<file path="src/rtl/crc_scan_pkg.sv">
// Shared state encoding, CRC-32 constants and the reflected byte-update helper
// for the CRC memory scanner.
package crc_scan_pkg;

  localparam int unsigned ADDR_W_DEF = 10;
  localparam int unsigned CRC_W      = 32;

  localparam logic [CRC_W-1:0] CRC32_POLY_REFL = 32'hEDB88320;
  localparam logic [CRC_W-1:0] CRC_INIT_DEF    = 32'hFFFFFFFF;
  localparam logic [CRC_W-1:0] CRC_XOROUT_DEF  = 32'hFFFFFFFF;

  typedef enum logic [2:0] {
    IDLE  = 3'd0,
    READ  = 3'd1,
    DRAIN = 3'd2,
    WB    = 3'd3,
    DONE  = 3'd4
  } scan_state_t;

  // One byte through the reflected CRC-32, bit 0 of the byte first.
  function automatic logic [CRC_W-1:0] crc32_byte_refl(input logic [CRC_W-1:0] crc,
                                                       input logic [7:0]       data);
    logic [CRC_W-1:0] c;
    c = crc ^ {24'h0, data};
    for (int i = 0; i < 8; i++) begin
      c = c[0] ? ((c >> 1) ^ CRC32_POLY_REFL) : (c >> 1);
    end
    return c;
  endfunction

endpackage

</file>
<file path="src/rtl/crc32_d32_refl.sv">
// Combinational 32-bit-per-cycle reflected CRC-32 update: four chained byte
// updates, readdata[7:0] first and [31:24] last.
module crc32_d32_refl
  import crc_scan_pkg::*;
(
  input  logic [CRC_W-1:0] crc_in,
  input  logic [31:0]      data,
  output logic [CRC_W-1:0] crc_next_c
);

  logic [CRC_W-1:0] crc_b0;
  logic [CRC_W-1:0] crc_b1;
  logic [CRC_W-1:0] crc_b2;

  assign crc_b0     = crc32_byte_refl(crc_in, data[7:0]);
  assign crc_b1     = crc32_byte_refl(crc_b0, data[15:8]);
  assign crc_b2     = crc32_byte_refl(crc_b1, data[23:16]);
  assign crc_next_c = crc32_byte_refl(crc_b2, data[31:24]);

endmodule

</file>
<file path="src/rtl/crc_mem_scanner.sv">
// Avalon-MM read master that streams a block of on-chip RAM words through a
// CRC-32 engine. Define CRC_SCAN_WRITEBACK_EN to write the result back to base+len.
module crc_mem_scanner
  import crc_scan_pkg::*;
#(
  parameter int unsigned       ADDR_W     = ADDR_W_DEF,
  parameter logic [CRC_W-1:0]  CRC_INIT   = CRC_INIT_DEF,
  parameter logic [CRC_W-1:0]  CRC_XOROUT = CRC_XOROUT_DEF
) (
  input  logic              clk,
  input  logic              reset_n,
  input  logic              start,
  input  logic [ADDR_W-1:0] base_addr,
  input  logic [ADDR_W:0]   len_words,
  output logic              busy,
  output logic              done,
  output logic              len_err,
  output logic [CRC_W-1:0]  crc_out,
  output logic [ADDR_W-1:0] mem_address,
  output logic              mem_chipselect,
  output logic              mem_write,
  output logic [31:0]       mem_writedata,
  output logic [3:0]        mem_byteenable,
  output logic              mem_clken,
  input  logic [31:0]       mem_readdata
);

  localparam logic [ADDR_W:0] DEPTH   = {1'b1, {ADDR_W{1'b0}}};
  localparam logic [ADDR_W:0] LEN_ONE = {{ADDR_W{1'b0}}, 1'b1};

  scan_state_t       state, state_d;
  logic [ADDR_W-1:0] base_q, base_d;
  logic [ADDR_W:0]   len_q, len_d;
  logic [ADDR_W:0]   issued, issued_d;
  logic              rd_valid;
  logic [CRC_W-1:0]  crc_reg;
  logic [CRC_W-1:0]  crc_next_c;

  logic              done_d;
  logic              len_err_d;
  logic [CRC_W-1:0]  crc_out_d;
  logic [ADDR_W-1:0] mem_address_d;
  logic              mem_chipselect_d;

  assign mem_byteenable = 4'hF;
  assign mem_clken      = 1'b1;

  crc32_d32_refl u_crc (
    .crc_in     (crc_reg),
    .data       (mem_readdata),
    .crc_next_c (crc_next_c)
  );

`ifdef CRC_SCAN_WRITEBACK_EN
  logic        mem_write_d;
  logic [31:0] mem_writedata_d;
`else
  assign mem_write     = 1'b0;
  assign mem_writedata = 32'h0;
`endif

  // Next-state and next-output decode; outputs are registered below.
  always_comb begin
    state_d          = state;
    base_d           = base_q;
    len_d            = len_q;
    issued_d         = issued;
    done_d           = 1'b0;
    len_err_d        = 1'b0;
    crc_out_d        = crc_out;
    mem_address_d    = mem_address;
    mem_chipselect_d = 1'b0;
`ifdef CRC_SCAN_WRITEBACK_EN
    mem_write_d      = 1'b0;
    mem_writedata_d  = mem_writedata;
`endif
    case (state)
      IDLE: begin
        if (start) begin
          if (len_words == '0) begin
            done_d    = 1'b1;
            crc_out_d = CRC_INIT ^ CRC_XOROUT;
          end else if (len_words > DEPTH) begin
            done_d    = 1'b1;
            len_err_d = 1'b1;
          end else begin
            state_d          = READ;
            base_d           = base_addr;
            len_d            = len_words;
            issued_d         = LEN_ONE;
            mem_chipselect_d = 1'b1;
            mem_address_d    = base_addr;
          end
        end
      end
      READ: begin
        if (issued == len_q) begin
          state_d = DRAIN;
        end else begin
          mem_chipselect_d = 1'b1;
          mem_address_d    = base_q + issued[ADDR_W-1:0];
          issued_d         = issued + LEN_ONE;
        end
      end
      DRAIN: begin
`ifdef CRC_SCAN_WRITEBACK_EN
        state_d = WB;
`else
        state_d = DONE;
`endif
      end
      WB: begin
`ifdef CRC_SCAN_WRITEBACK_EN
        // Final CRC is complete here; the write beat is presented during DONE.
        state_d          = DONE;
        mem_chipselect_d = 1'b1;
        mem_write_d      = 1'b1;
        mem_address_d    = base_q + len_q[ADDR_W-1:0];
        mem_writedata_d  = crc_reg ^ CRC_XOROUT;
`else
        state_d = IDLE;
`endif
      end
      DONE: begin
        state_d   = IDLE;
        done_d    = 1'b1;
        crc_out_d = crc_reg ^ CRC_XOROUT;
      end
      default: state_d = IDLE;
    endcase
  end

  // State, control and registered outputs.
  always_ff @(posedge clk) begin
    if (!reset_n) begin
      state          <= IDLE;
      base_q         <= '0;
      len_q          <= '0;
      issued         <= '0;
      rd_valid       <= 1'b0;
      busy           <= 1'b0;
      done           <= 1'b0;
      len_err        <= 1'b0;
      crc_out        <= '0;
      mem_address    <= '0;
      mem_chipselect <= 1'b0;
`ifdef CRC_SCAN_WRITEBACK_EN
      mem_write      <= 1'b0;
      mem_writedata  <= '0;
`endif
    end else begin
      state          <= state_d;
      base_q         <= base_d;
      len_q          <= len_d;
      issued         <= issued_d;
      rd_valid       <= mem_chipselect & ~mem_write;
      busy           <= (state_d != IDLE);
      done           <= done_d;
      len_err        <= len_err_d;
      crc_out        <= crc_out_d;
      mem_address    <= mem_address_d;
      mem_chipselect <= mem_chipselect_d;
`ifdef CRC_SCAN_WRITEBACK_EN
      mem_write      <= mem_write_d;
      mem_writedata  <= mem_writedata_d;
`endif
    end
  end

  // Running CRC: reseeded whenever idle, advanced on each returning read beat.
  always_ff @(posedge clk) begin
    if (!reset_n) begin
      crc_reg <= CRC_INIT;
    end else if (state == IDLE) begin
      crc_reg <= CRC_INIT;
    end else if (rd_valid) begin
      crc_reg <= crc_next_c;
    end
  end

endmodule

</file>
<file path="config.mk">
export PLATFORM = sky130hd
export DESIGN_NAME = crc_mem_scanner
export DESIGN_NICKNAME = d
export VERILOG_FILES = /design/src/rtl/crc_scan_pkg.sv /design/src/rtl/crc32_d32_refl.sv /design/src/rtl/crc_mem_scanner.sv
export SDC_FILE = /design/constraint.sdc
export NUM_CORES = 1
export LEC_CHECK = 0
export CORE_MARGIN = 1
export CORE_UTILIZATION = 54
export DETAILED_ROUTE_END_ITERATION = 6
export PLACE_DENSITY = 0.8
export RECOVER_POWER = 50
export SLEW_MARGIN = 10
export SYNTH_ARGS = -nofsm -noshare
export SYNTH_HDL_FRONTEND = slang
export SYNTH_SLANG_ARGS = --single-unit
</file>
<file path="constraint.sdc">
create_clock -name clk -period 5.2 [get_ports clk]
set_clock_uncertainty 0.2 [all_clocks]
set_input_delay 1.04 -clock clk [delete_from_list [all_inputs] [get_ports clk]]
set_output_delay 1.04 -clock clk [all_outputs]
set_load 0.005 [all_outputs]
</file>
# Word-level counts from Yosys, hierarchy flattened
# Cells that the tools add are included.
[totals]
out_inout_bits = 84
ff_bits = 114
in_bits = 56
[classes]
n_addsub = 2
eq_ne = 9
n_reduce_logical = 10
n_bitwise = 42
magnitude_cmp = 1
mux = 59
[ops]
columns = ["op", "count"]
rows = [
  ["32-bit 2-to-1 mux", 34],
  ["13-bit inverter with 14-bit output", 32],
  ["32-bit by 8-bit bitwise XOR with 32-bit output", 4],
  ["32-bit one-hot mux with 2 select lines", 1],
  ["11-bit 2-to-1 mux", 4],
  ["10-bit 2-to-1 mux", 4],
  ["32-bit inverter", 1],
  ["11-bit one-hot mux with 2 select lines", 1],
  ["10-bit one-hot mux with 2 select lines", 1],
  ["3-bit 2-to-1 mux", 4],
  ["11-bit by 1-bit adder with 11-bit output (second input constant)", 1],
  ["11-bit == test", 1],
  ["11-bit > comparator (second input constant)", 1],
  ["11-bit zero test", 1],
  ["10-bit adder", 1],
  ["2-bit != test (second input constant)", 5],
  ["3-bit one-hot mux with 3 select lines", 1],
  ["1-bit 2-to-1 mux", 7],
  ["1-bit inverter", 5],
  ["5-bit AND reduction", 1],
  ["1-bit one-hot mux with 2 select lines", 2],
  ["4-bit AND reduction", 1],
  ["2-bit nonzero test", 2],
  ["4-bit OR reduction", 1],
  ["other kinds (7)", 7],
]

# Depth between registers and ports, before layout
[logic_depth]
word_depth = 68
ltp_mapped = 14
depth_no_buf = 14

# Hierarchy
# A second synthesis with hierarchy kept.
[hier_totals]
cells_unflattened = 865
hier_area_um2 = 8787.2
[modules_own_cells]
columns = ["mod", "n_inst", "cells_per_inst", "area_per_inst_um2"]
rows = [
  ["crc_mem_scanner", 1, 628, 5302.6],
  ["crc32_d32_refl", 1, 237, 3484.6],
]

# Worst setup path after synthesis
# No wires, ideal clock.
[synth_path]
kind = "input port to flip-flop"
startpoint = "input mem_readdata[14]"
endpoint = "register crc_reg[22]"
cell_stages = 11
slack_ps = 779
n_path_buf = 0
setup_ps = 129
t_arrival_ps = 4091
path_cell_list = "xnor2_1 > xor3_1 > xnor3_1 > xnor3_2 > xnor3_2 > xnor3_1 > xnor2_2 > xnor2_1 > nand2_1 > o21ai_1 > nand2_1"
[synth_via]
elab_chain_len = 34
word_cells_on_any_way = 39
[synth_rtl]
columns = ["element", "line", "rtl"]
rows = [
  ["from (decl)", "crc_mem_scanner.sv:25", "input logic [31:0] mem_readdata"],
  ["32-bit by 8-bit bitwise XOR with 32-bit output (*)", "crc_scan_pkg.sv:24", "c = crc ^ {24'h0, data};"],
  ["13-bit inverter with 14-bit output (no line)", "-", ""],
  ["32-bit 2-to-1 mux (*) (8 in series)", "crc_scan_pkg.sv:26", "c = c[0] ? ((c >> 1) ^ CRC32_POLY_REFL) : (c >> 1);"],
  ["32-bit by 8-bit bitwise XOR with 32-bit output (*)", "crc_scan_pkg.sv:24", ""],
  ["32-bit 2-to-1 mux (*)", "crc_scan_pkg.sv:26", ""],
  ["13-bit inverter with 14-bit output (no line) or 32-bit 2-to-1 mux (tied branches)", "-", ""],
  ["32-bit 2-to-1 mux (*) (7 in series)", "crc_scan_pkg.sv:26", ""],
  ["32-bit by 8-bit bitwise XOR with 32-bit output (*)", "crc_scan_pkg.sv:24", ""],
  ["(+3 left out)", "-", ""],
  ["13-bit inverter with 14-bit output (no line)", "-", ""],
  ["32-bit 2-to-1 mux (*)", "crc_scan_pkg.sv:26", ""],
  ["13-bit inverter with 14-bit output (no line)", "-", ""],
  ["32-bit 2-to-1 mux (*) (2 in series)", "crc_scan_pkg.sv:26", ""],
  ["13-bit inverter with 14-bit output (no line)", "-", ""],
  ["32-bit 2-to-1 mux (*)", "crc_scan_pkg.sv:26", ""],
  ["13-bit inverter with 14-bit output (no line)", "-", ""],
  ["32-bit 2-to-1 mux (*) (2 in series)", "crc_scan_pkg.sv:26", ""],
  ["to (signal assigned)", "crc_mem_scanner.sv:177", "crc_reg <= crc_next_c;"],
  ["to (decl)", "crc_mem_scanner.sv:36", "logic [CRC_W-1:0] crc_reg;"],
]
# Mark *: on every way between the ends. The rest lies on a longest branch, timed or not.
# A chain may end at the register's enable or synchronous reset.

# Worst setup path in the final report
[layout_path]
startpoint = "input mem_readdata[4]"
endpoint = "register crc_reg[22]"
[layout_via]
elab_chain_len = 45
word_cells_on_any_way = 58
[layout_rtl]
columns = ["element", "line"]
rows = [
  ["32-bit by 8-bit bitwise XOR with 32-bit output (*)", "crc_scan_pkg.sv:24"],
  ["32-bit 2-to-1 mux (*) (5 in series)", "crc_scan_pkg.sv:26"],
  ["13-bit inverter with 14-bit output (no line)", "-"],
  ["32-bit 2-to-1 mux (*)", "crc_scan_pkg.sv:26"],
  ["13-bit inverter with 14-bit output (no line) or 32-bit 2-to-1 mux (tied branches)", "-"],
  ["32-bit 2-to-1 mux (*) (2 in series)", "crc_scan_pkg.sv:26"],
  ["32-bit by 8-bit bitwise XOR with 32-bit output (*)", "crc_scan_pkg.sv:24"],
  ["32-bit 2-to-1 mux (*) (2 in series)", "crc_scan_pkg.sv:26"],
  ["(+19 left out)", "-"],
  ["32-bit by 8-bit bitwise XOR with 32-bit output (*)", "crc_scan_pkg.sv:24"],
  ["32-bit 2-to-1 mux (*) (3 in series)", "crc_scan_pkg.sv:26"],
  ["13-bit inverter with 14-bit output (no line) or 32-bit 2-to-1 mux (tied branches)", "-"],
  ["32-bit 2-to-1 mux (*) (2 in series)", "crc_scan_pkg.sv:26"],
  ["13-bit inverter with 14-bit output (no line) or 32-bit 2-to-1 mux (tied branches)", "-"],
  ["32-bit 2-to-1 mux (*)", "crc_scan_pkg.sv:26"],
  ["13-bit inverter with 14-bit output (no line)", "-"],
  ["32-bit 2-to-1 mux (*) (2 in series)", "crc_scan_pkg.sv:26"],
]
# Marked as above.

==> flow_summary_export.csv <==
group,metric,value,unit
synthesis,synthTopCellsByArea,"dfxtp_1 29%, xnor2_1 21%, xnor3_1 6.3%",
die,coreArea,14100,um^2
sta,slew_violations,33,
final_layout,diodes,0,
die,initial_core_util,56.1,%
global_routing,grt-ovfl-total,0,
synthesis,synth_seq_cells,114,
critical_path,endpoint_kind,"register",
route,drc_errors,0,
global_routing,grt_pass1_vias,6085,
global_routing,grt_pass1_wl,32.1,mm
synthesis,synth_edf_count,0,
route,first_pass_iters,5,
sta,hold_viol_final,0,
die,dieWidth,123,um
synthesis,synth_cells,875,
route,drt-initial-drc-count,433,
sta,fmax,211,MHz
sta,finalCritPeriodShare,91.1,%
critical_path,cp-start-kind,"input port",
critical_path,arrival,4830,ps
cts,holdBufCountCts,0,
worst_hold_path,hp-class,"reg -> reg",
die,rows,43,
cts,cts_sinks,114,
global_routing,grt_max_degree,64,
placement,placed_area,9250,um^2
critical_path,cp_num_buf_inv,1,
cts,post_cts_buffers,0,
route,viasPerCell,5.24,
critical_path,max_stage_delay,560,ps
final_layout,drive_gt1_share,11.2,%
die,io_pins,140,
sta,tightest_slew,1580,ps
final_layout,nets,1076,
synthesis,postSynth.asyncResetShare,0,%
job,drv_cap,1,
placement,numPortBuffers,101,
final_layout,final_area,9850,um^2
synthesis,synth_cell_types,45,
die,die-area,15100,um^2
die,die_y,123,um
final_layout,fill_cells,1132,
route,drt_wl_total,20.9,mm
synthesis,seq_area_frac_synth,28.9,%
critical_path,crit_type,"in -> reg",
synthesis,yosys.area.top_type_share,28.9,%
synthesis,avgSynthCellArea,9.04,um^2
synthesis,yosys_warnings,0,
cts,path_clk_slew,50,ps
final_layout,syn_to_final_growth,24.5,%
sta,fin_tns_setup,0,ps
final_layout,multi_input_area,5330,um^2
critical_path,crit_top_cell,"xnor3_2",
route,routed-via-count,6296,
sta,maxSlewHeadroom,-5.51,%
synthesis,synth_area_leader_cell,"dfxtp_1",
critical_path,crit_chain,"clkdlybuf4s50_1 -> xnor2_1 -> xor3_2 -> xnor3_2 -> xnor3_2 -> xnor3_2 -> xnor3_1 -> xnor2_2 -> xnor2_1 -> nand2_1 -> o21ai_1 -> nand2_1",
sta,period_needed,4740,ps
final_layout,regArea,2280,um^2
global_routing,antenna_found_initial,0,
synthesis,synth_area,7910,um^2
cts,cts_tree,"built",
critical_path,crit_slowest_cell,"xnor2_1",
route,wl_per_cell,17.4,um
cts,htreeDepth,4,
placement,dp_hpwl,15.7,mm
cts,cts_resized,0,
cts,clk_latency,420,ps
cts,clock_path_buffers,2,
synthesis,synth.most_common_cell,"xnor2_1",
critical_path,crit_family,"XOR/XNOR gates",
synthesis,synth-main-ff-cell,"dfxtp_1",
sta,rsz0062_at_grt,"no",
cts,cts_root_buf,"clkbuf_16",
status,violations,"max-capacitance violations, max-slew violations",
route,final_antenna_net_count,0,
global_routing,grt_usage,28.8,%
synthesis,synth_common_cells,"191 x xnor2_1, 114 x dfxtp_1, 113 x nand2_1",
critical_path,worstPathRequired,5290,ps
sta,setup_violations,0,
placement,gp_congestion,0.937,
cts,cts_made_buffers,17,
critical_path,crit_fanout,6,
status,status,"finished, violations left",
## path summary, 6_finish.rpt
kind / startpoint / end / slack (ps) / depth (start not counted)
min: base_q[6] / base_q[6] / 260 / 2
max: mem_readdata[4] / crc_reg[22] / 460 / 12
max reg2reg: crc_reg[4] / crc_reg[22] / 1180 / 11
min reg2reg: base_q[6] / base_q[6] / 260 / 2
## cell usage in the layout (no fill, tap or decap), drive strengths merged, types with 10 or more instances in the layout
| master | n |
|---|---|
| conb | 38 |
| xnor2 | 211 |
| nand2 | 113 |
| dfxtp | 114 |
| o21ai | 28 |
| ha | 10 |
| buf | 49 |
| nor2 | 93 |
| xnor3 | 29 |
| xor2 | 53 |
| a21oi | 70 |
| dlygate4sd3 | 48 |
| clkdlybuf4s50 | 53 |
| clkbuf | 21 |
| inv | 10 |
## worst reg2reg max path, delay by kind of cell (launching register included)
kind,cells,cell delay [ps]
simple gates,2,130
flops,1,350
xor+xnor,8,3090
compound gates,1,110
## cell families (layout without fill, tap and decap cells)
| family | after synthesis | in the layout | synth area share, % |
|---|---|---|---|
| AND/OR/NAND/NOR | 244 | 244 | 12.7 |
| XOR/XNOR | 297 | 297 | 41.6 |
| AO/OA/AOI/OAI | 118 | 118 | 8.16 |
| flip-flops | 114 | 114 | 28.9 |
| other | 2 | 38 | 0.0949 |
| multiplexers | 9 | 9 | 1.14 |
| buffers and inverters | 80 | 191 | 5.62 |
| adder cells (fa/ha/maj) | 11 | 11 | 1.83 |
## cell type report
| cell class | count | share of cell area [%] |
|---|---|---|
| clock buffers | 20 | 4.53 |
| clock inverters | 12 | 1.58 |
| inverters | 8 | 0.305 |
| multi-input cells | 717 | 54.1 |
| flip-flops and latches | 114 | 23.2 |
| well taps | 180 | 2.29 |
| repair buffers | 151 | 14.0 |
## per-layer routing
metal	up-vias	GRT usage, %	part of all wire, %
met2	234	47.5	48
li1	3032	-	-
met1	2995	37.5	44
met4	0	9.26	2.3
met5	-	0	0
met3	35	6.37	5.8
## per-stage QoR
stage | setup slack, ps | instances | hold slack [ps] | util, %
floorplan | 779 | 911 | 241 | -
global placement | 160 | 1170 | 246 | 65.6
detailed placement | 82.7 | 1170 | 256 | 65.6
CTS | 487 | 1202 | 264 | 69.9
global route | 338 | 1202 | 289 | 69.9
finish | 461 | 1202 | 261 | 69.9
Power is not shown: default switching activity piles up to over one toggle a cycle in this logic, so the estimate is an artifact.
